==> src/rtl/tmcu_pkg.sv <==
// Shared definitions for the TX scheduler: register offsets, CTRL/STATUS bit
// positions and the scheduler state encoding.
package tmcu_pkg;

    localparam logic [3:0] OFF_DATA   = 4'h0;
    localparam logic [3:0] OFF_STATUS = 4'h4;
    localparam logic [3:0] OFF_CTRL   = 4'h8;

    localparam int CTRL_EN_BIT     = 0;
    localparam int CTRL_IE_BIT     = 1;
    localparam int STAT_FULL_BIT   = 0;
    localparam int STAT_EMPTY_BIT  = 1;
    localparam int STAT_BUSY_BIT   = 2;
    localparam int STAT_CNT_LSB    = 4;
    localparam int STAT_CNT_W      = 5;

    typedef enum logic [1:0] {
        ST_IDLE,
        ST_START,
        ST_WAIT_BUSY,
        ST_WAIT_DONE
    } tx_state_t;

endpackage

==> src/rtl/tmcu_sync_fifo.sv <==
// Circular single-clock FIFO with a combinational head word; pushes into a full
// FIFO and pops from an empty one are ignored.
module tmcu_sync_fifo #(
    parameter int DEPTH = 8,
    parameter int WIDTH = 8,
    localparam int AW = $clog2(DEPTH)
) (
    input  logic             clk,
    input  logic             rst_n,
    input  logic             push,
    input  logic [WIDTH-1:0] push_data,
    input  logic             pop,
    output logic [WIDTH-1:0] head_data,
    output logic             full,
    output logic             empty,
    output logic [AW:0]      count
);

    logic [WIDTH-1:0] mem_reg [DEPTH];
    logic [AW-1:0]    wr_ptr_reg;
    logic [AW-1:0]    rd_ptr_reg;
    logic [AW:0]      count_reg;
    logic             push_ok;
    logic             pop_ok;

    // Full is judged on the pre-edge count, so a same-cycle pop never rescues a push.
    assign full    = (count_reg == (AW+1)'(DEPTH));
    assign empty   = (count_reg == '0);
    assign push_ok = push & ~full;
    assign pop_ok  = pop & ~empty;

    always_ff @(posedge clk) begin
        if (!rst_n) begin
            wr_ptr_reg <= '0;
            rd_ptr_reg <= '0;
            count_reg  <= '0;
        end else begin
            if (push_ok) wr_ptr_reg <= wr_ptr_reg + AW'(1);
            if (pop_ok)  rd_ptr_reg <= rd_ptr_reg + AW'(1);
            case ({push_ok, pop_ok})
                2'b10:   count_reg <= count_reg + (AW+1)'(1);
                2'b01:   count_reg <= count_reg - (AW+1)'(1);
                default: count_reg <= count_reg;
            endcase
        end
    end

    always_ff @(posedge clk) begin
        if (push_ok) mem_reg[wr_ptr_reg] <= push_data;
    end

    assign head_data = mem_reg[rd_ptr_reg];
    assign count     = count_reg;

endmodule

==> src/rtl/uart_tx_sched.sv <==
// APB-programmed TX byte scheduler: buffers bytes in a FIFO and hands them one
// at a time to a UART transmitter using a start/ready handshake.
module uart_tx_sched
    import tmcu_pkg::*;
#(
    parameter int DEPTH = 8,
    localparam int CW = $clog2(DEPTH) + 1
) (
    input  logic        clk,
    input  logic        rst_n,
    input  logic        psel,
    input  logic        penable,
    input  logic        pwrite,
    input  logic [3:0]  paddr,
    input  logic [31:0] pwdata,
    output logic [31:0] prdata,
    output logic        pready,
    output logic        pslverr,
    output logic        tx_start,
    output logic [7:0]  tx_data,
    input  logic        tx_ready,
    output logic        irq
);

    tx_state_t   state_reg, state_next;
    logic [1:0]  wait_cnt_reg, wait_cnt_next;
    logic [7:0]  tx_data_reg, tx_data_next;
    logic        en_reg, ie_reg, irq_reg;
    logic        access, sel_data, sel_status, sel_ctrl, sel_bad;
    logic        fifo_push, fifo_pop, fifo_full, fifo_empty;
    logic [7:0]  fifo_head;
    logic [CW-1:0] fifo_count;
    logic [31:0] status_word;
    logic        unused_bits;

    assign access     = psel & penable;
    assign sel_data   = (paddr[3:2] == OFF_DATA[3:2]);
    assign sel_status = (paddr[3:2] == OFF_STATUS[3:2]);
    assign sel_ctrl   = (paddr[3:2] == OFF_CTRL[3:2]);
    assign sel_bad    = ~(sel_data | sel_status | sel_ctrl);
    assign fifo_push  = access & pwrite & sel_data;
    assign unused_bits = ^{pwdata[31:8], paddr[1:0]};

    tmcu_sync_fifo #(.DEPTH(DEPTH), .WIDTH(8)) u_fifo (
        .clk       (clk),
        .rst_n     (rst_n),
        .push      (fifo_push),
        .push_data (pwdata[7:0]),
        .pop       (fifo_pop),
        .head_data (fifo_head),
        .full      (fifo_full),
        .empty     (fifo_empty),
        .count     (fifo_count)
    );

    always_ff @(posedge clk) begin
        if (!rst_n) begin
            en_reg <= 1'b0;
            ie_reg <= 1'b0;
        end else if (access && pwrite && sel_ctrl) begin
            en_reg <= pwdata[CTRL_EN_BIT];
            ie_reg <= pwdata[CTRL_IE_BIT];
        end
    end

    always_comb begin
        status_word = '0;
        status_word[STAT_FULL_BIT]  = fifo_full;
        status_word[STAT_EMPTY_BIT] = fifo_empty;
        status_word[STAT_BUSY_BIT]  = (state_reg != ST_IDLE);
        status_word[STAT_CNT_LSB +: STAT_CNT_W] = STAT_CNT_W'(fifo_count);
    end

    always_comb begin
        prdata = '0;
        if (rst_n && access) begin
            if (sel_status) prdata = status_word;
            else if (sel_ctrl) begin
                prdata[CTRL_EN_BIT] = en_reg;
                prdata[CTRL_IE_BIT] = ie_reg;
            end
        end
    end

    assign pready  = 1'b1;
    assign pslverr = rst_n & access &
                     (sel_bad | (pwrite & sel_status) | (pwrite & sel_data & fifo_full));

    always_ff @(posedge clk) begin
        if (!rst_n) begin
            state_reg    <= ST_IDLE;
            wait_cnt_reg <= 2'd0;
            tx_data_reg  <= 8'd0;
            irq_reg      <= 1'b0;
        end else begin
            state_reg    <= state_next;
            wait_cnt_reg <= wait_cnt_next;
            tx_data_reg  <= tx_data_next;
            irq_reg      <= ie_reg & fifo_empty & (state_reg == ST_IDLE);
        end
    end

    always_comb begin
        state_next    = state_reg;
        wait_cnt_next = wait_cnt_reg;
        tx_data_next  = tx_data_reg;
        fifo_pop      = 1'b0;
        case (state_reg)
            ST_IDLE: begin
                if (en_reg && !fifo_empty && tx_ready) begin
                    state_next   = ST_START;
                    tx_data_next = fifo_head;
                    fifo_pop     = 1'b1;
                end
            end
            ST_START: begin
                state_next    = ST_WAIT_BUSY;
                wait_cnt_next = 2'd0;
            end
            ST_WAIT_BUSY: begin
                // A UART that never drops ready took the byte instantly; give up after 4 cycles.
                if (!tx_ready)                state_next = ST_WAIT_DONE;
                else if (wait_cnt_reg == 2'd3) state_next = ST_IDLE;
                else                          wait_cnt_next = wait_cnt_reg + 2'd1;
            end
            ST_WAIT_DONE: begin
                if (tx_ready) state_next = ST_IDLE;
            end
            default: state_next = ST_IDLE;
        endcase
    end

    assign tx_start = (state_reg == ST_START);
    assign tx_data  = tx_data_reg;
    assign irq      = irq_reg;

endmodule

==> config.mk <==
export PLATFORM = sky130hd
export DESIGN_NAME = uart_tx_sched
export DESIGN_NICKNAME = d
export VERILOG_FILES = /design/src/rtl/tmcu_pkg.sv /design/src/rtl/tmcu_sync_fifo.sv /design/src/rtl/uart_tx_sched.sv
export SDC_FILE = /design/constraint.sdc
export NUM_CORES = 1
export LEC_CHECK = 0
export CORE_UTILIZATION = 49
export CTS_CLUSTER_DIAMETER = 150
export DETAILED_ROUTE_END_ITERATION = 12
export GPL_ROUTABILITY_DRIVEN = 0
export GPL_TIMING_DRIVEN = 0
export PLACE_DENSITY = 0.84
export SLEW_MARGIN = 20
export SYNTH_ARGS = -nofsm -noshare
export SYNTH_HDL_FRONTEND = slang
export SYNTH_SLANG_ARGS = --single-unit
==> constraint.sdc <==
create_clock -name clk -period 5.5 [get_ports clk]
set_clock_uncertainty 0.05 [all_clocks]
set_input_delay 0.55 -clock clk [delete_from_list [all_inputs] [get_ports clk]]
set_output_delay 0.55 -clock clk [all_outputs]
set_load 0.05 [all_outputs]
### Word-level counts from Yosys, hierarchy flattened

Memories as Yosys holds them, arrays and structs flattened. A register that Yosys moved wholly into a read port is not among the register bits.
Cells that the tools add are included.

* output and inout bits: 44
* register bits: 17
* memories: 1
* bits in writable memories: 64
* bits of input ports: 42
* word-level logic and storage cells: 80

* add/sub/neg operators: 5
* equal/unequal tests: 14
* bitwise gates (word level): 19
* muxes and demuxes: 17
* reductions and logical operators: 16

Memory list
* u_fifo.mem_reg: words 8, bits a word 8, rd ports 1, clocked after memory_dff 1, write ports 1, line tmcu_sync_fifo.sv:19 `logic [WIDTH-1:0] mem_reg [DEPTH];`

Operators with widths (count)
* 2-to-1 mux 2 bit: 8
* bitwise AND 1 bit: 12
* == test 2 bit (second input constant): 5
* 2-to-1 mux 8 bit: 1
* case mux 2 bit (4 select lines): 1
* case mux 4 bit (2 select lines): 1
* adder 3 x 1 -> 3 bit (second input constant): 2
* == test 2 x 1 -> 1 bit (second input constant): 3
* 2-to-1 mux 6 bit: 1
* inequality test 2 bit (second input constant): 3
* AND reduction 3 bit: 2
* nonzero test 2 bit: 3
* logical AND 1 bit: 5
* adder 4 x 1 -> 4 bit (second input constant): 1
* == test 4 bit (second input constant): 1
* zero test 2 bit: 2
* zero test 4 bit: 1
* 2-to-1 mux 1 bit: 4
* OR 1 bit: 4
* case mux 2 bit (2 select lines): 1
* subtractor 4 x 1 -> 4 bit (second input constant): 1
* inequality test 3 bit (second input constant): 1
* inverter 1 bit: 3
* adder 2 x 1 -> 2 bit (second input constant): 1
* 3 further kinds: 4

### Logic depth before layout (Yosys ltp)

* word-level depth: 9
* gate-level depth with buffers: 11
* depth with buffers taken out: 10

### Modules after synthesis

Synthesis repeated with hierarchy kept, for this count alone.

* cell total of the unflattened synthesis: 291
* area total of the unflattened synthesis: 4122.7 µm²

By module, submodules not included
* tmcu_sync_fifo: area each 3101.7 µm², instances 1, sequential area each 2182.1 µm², cells an instance 167
* uart_tx_sched: area each 1021.0 µm², instances 1, sequential area each 300.3 µm², cells an instance 124

### Worst setup path before layout

No wires, ideal clock.

* path kind: in2out
* start point: in rst_n
* end point: out pslverr
* path slack: 2.837 ns
* stages: 3
* path buffers: 1
* required time: 4.900 ns
* arrival time: 2.063 ns
* path through: clkbuf_1 nand3_1 nor3_1

* word-level cells in the longest chain between the ends: 2

RTL lines
* from (decl): line uart_tx_sched.sv:10 `input logic rst_n,`
* bitwise AND 1 bit (2 in a row): line uart_tx_sched.sv:86 `assign pslverr = rst_n & access &`
* to (decl): line uart_tx_sched.sv:18 `output logic pslverr,`

Every way passes these cells.

### Worst setup path after layout

* start point: in psel
* end point: out prdata[2]

* word-level cells in the longest chain between the ends: 3

RTL lines
* from (decl): line uart_tx_sched.sv:11 `input logic psel,`
* bitwise AND 1 bit: line uart_tx_sched.sv:36 `assign access = psel & penable;`
* logical AND 1 bit: line uart_tx_sched.sv:76 `if (rst_n && access) begin`
* 2-to-1 mux 8 bit: line uart_tx_sched.sv:76
* to (decl): line uart_tx_sched.sv:16 `output logic [31:0] prdata,`

Every way passes these cells.

==> out/summary.txt <==
final hold vios - 0
CP endpoint kind - output port
DIE WIDTH - 91.3 um
critical path arrival - 2660 ps
cts hold-fix bufs - 0
Crit. Startpoint - psel
# IOs - 86
worst hold path type - reg -> reg
Post-DP Area - 4470 um2
Peak Freq - 0.307 GHz
antenna-violating nets left - 0
max-slew violations - 0
number of flops mapped to enable cells by yosys - 64
total global routing overflow - 0
dominant cell type by area after synthesis - edfxtp_1
global route hottest layer - met2
pin slew with the least headroom to its limit - 941 ps
die area - 8330 um2
CTS tree - yes
CTS resizes - 0
Pre-antenna DRT Iters - 4
critical path class - in -> out
leak pwr - 1.69 nW
final wirelength - 7230 um
fin crit period - 3260 ps
worst hold margin - 430 ps
Yosys warning total - 0
CTS HTree Levels - 3
Skew-Pair Late Insertion Delay - 350 ps
PD cells - 267 nW/um2
reg2reg setup slack - 2650 ps
synthesized flop and latch total - 89
GR Util met3 - 0.0276
core footprint - 7730 um2
PortBufs - 32
number of flip-flops in the largest register - 64
post-synthesis instance area - 3910 um2
Wirelength per Cell - 15.7 um
Layout Nets - 405
Cell Rows - 32
critical path endpoint - prdata[2]
Final Cycle Share - 0.592
Ant. Diodes - 0
GRT Util Overall - 0.196
Layout area overhead - 19.0%
Mean Syn Cell Area - 13.8 um2
RR Startpoint - u_fifo.count[0]
Synth area leaders - edfxtp_1, dfxtp_1, mux4_2
Most used DFF post-synth - edfxtp_1
drt via density - 5.17
Final Total Pwr - 0.00124 W
Max clock buf depth - 2
Num CTS Buffers - 9
# DRC - 0
Starting Density - 0.506
Synth async-reset ratio - 0
first-pass GRT wire length - 12000 um
slew margin rel. - 0.370
Synth top area share - 0.492
vias in the first global route - 2357
final setup TNS - 0 ps
Post-CTS Setup Inserts - 0
number of max-cap violations - 0
unrepaired setup endpoints after global routing - false
antenna violations before repair - 0
Worst-path clk slew - 80 ps
DR vias - 2372
root buffer cell - clkbuf_8
CTS sink count - 89
register area share after synthesis - 0.620
M1 GR Usage - 0.238
length in cells of the worst reg-to-reg path - 10
startpoint types - input pin
# setup viols final - 0
share of cells above drive strength 1 - 0.190
M2 GR Usage - 0.345
post-route design area - 4650 um2
Detail Placement HPWL - 5090 um
DRT iter0 DRCs - 122
synthesized instance count - 283
Worst Path Required - 4900 ps
Die Y - 91.3 um
worst vdd ir - 0.151 mV
FF-to-FF End - u_fifo.count[3]
Cell variety after synth - 41
pin count of the biggest net entering global routing - 16
outcome - finished, final reports clean
Max Fanout on Critical Path - 5
==> layer usage <==
metal / routed length, um / part of all wire / up-vias
li1: - / - / 1126
met1: 2980 / 0.41 / 1156
met2: 3790 / 0.52 / 75
met3: 277 / 0.038 / 15
met4: 180 / 0.025 / 0
met5: 0 / 0 / -
==> cell usage after synthesis, types with 6 or more instances <==
cell type	instances
a21oi_1	8
inv_1	10
buf_4	26
dfxtp_1	25
ha_1	10
and2_1	9
nor2_1	20
edfxtp_1	64
nor2b_1	9
mux2i_1	6
nand2_1	7
o22ai_1	9
o21ai_0	8
mux4_2	16
nand3_1	9
==> layout by cell type, fill, tap and decap left out, types with 4 or more instances in the layout <==
cell type,instances
edfxtp_1,64
clkdlybuf4s50_1,32
buf_4,28
conb_1,26
dfxtp_1,25
nor2_1,20
mux4_2,16
inv_1,10
ha_1,10
clkbuf_8,10
nand3_1,9
and2_1,9
nor2b_1,9
o22ai_1,9
a21oi_1,8
o21ai_0,8
nand2_1,7
mux2i_1,6
clkbuf_1,5
buf_2,4
nand2b_1,4
o21ai_1,4
==> per-stage QoR <==
| step | utilization | worst slack (ps) | cells |
|---|---|---|---|
| after floorplan | - | 2840 | 307 |
| after global placement | 0.575 | 1800 | 441 |
| after detailed placement | 0.578 | 2260 | 443 |
| after CTS | 0.602 | 2270 | 459 |
| after global routing | 0.602 | 2120 | 459 |
| final | 0.602 | 2240 | 459 |
==> report_power, final <==
part | internal (W) | switching (W) | total (W)
clock network | 0.000179 | 0.000225 | 0.000403
registers | 0.000720 | 0.00000289 | 0.000723
logic | 0.0000388 | 0.0000767 | 0.000115
total | 0.000938 | 0.000304 | 0.00124
==> cell type report <==
class                   instances  area, um2
clock inverters                 5       37.5
repair buffers                 34        335
fillers                       592       3080
multi-input cells             172       1300
inverters                      10       37.5
well taps                     102        128
clock buffers                  11        141
plain buffers                  36        245
flip-flops and latches         89       2420
==> critical path, stage by stage <==
cell,delay [ps]
clkdlybuf4s50_1,490
nand3_1,140
nor3b_1,430
nor2b_1,210
clkdlybuf4s50_1,830
==> how the worst min path moves through the flow <==
stage / start / end / slack (ps) / cells past startpoint
2_1_floorplan: ie_reg / irq / 380 / 2
3_3_place_gp: ie_reg / irq / 400 / 2
3_5_place_dp: ie_reg / irq / 420 / 2
4_1_cts: ie_reg / irq / 430 / 2
5_1_grt: ie_reg / irq / 460 / 2
6_report: ie_reg / irq / 430 / 2
==> cells by family after synthesis <==
family,after synthesis,share of synthesized area
AND/OR/NAND/NOR,73,0.0980
buffers and inverters,46,0.0724
XOR/XNOR,4,0.00897
adder cells (fa/ha/maj),11,0.0372
flip-flops,89,0.620
multiplexers,22,0.108
other,2,0.00192
AO/OA/AOI/OAI,36,0.0538
Power figures use the tool's default switching activity.
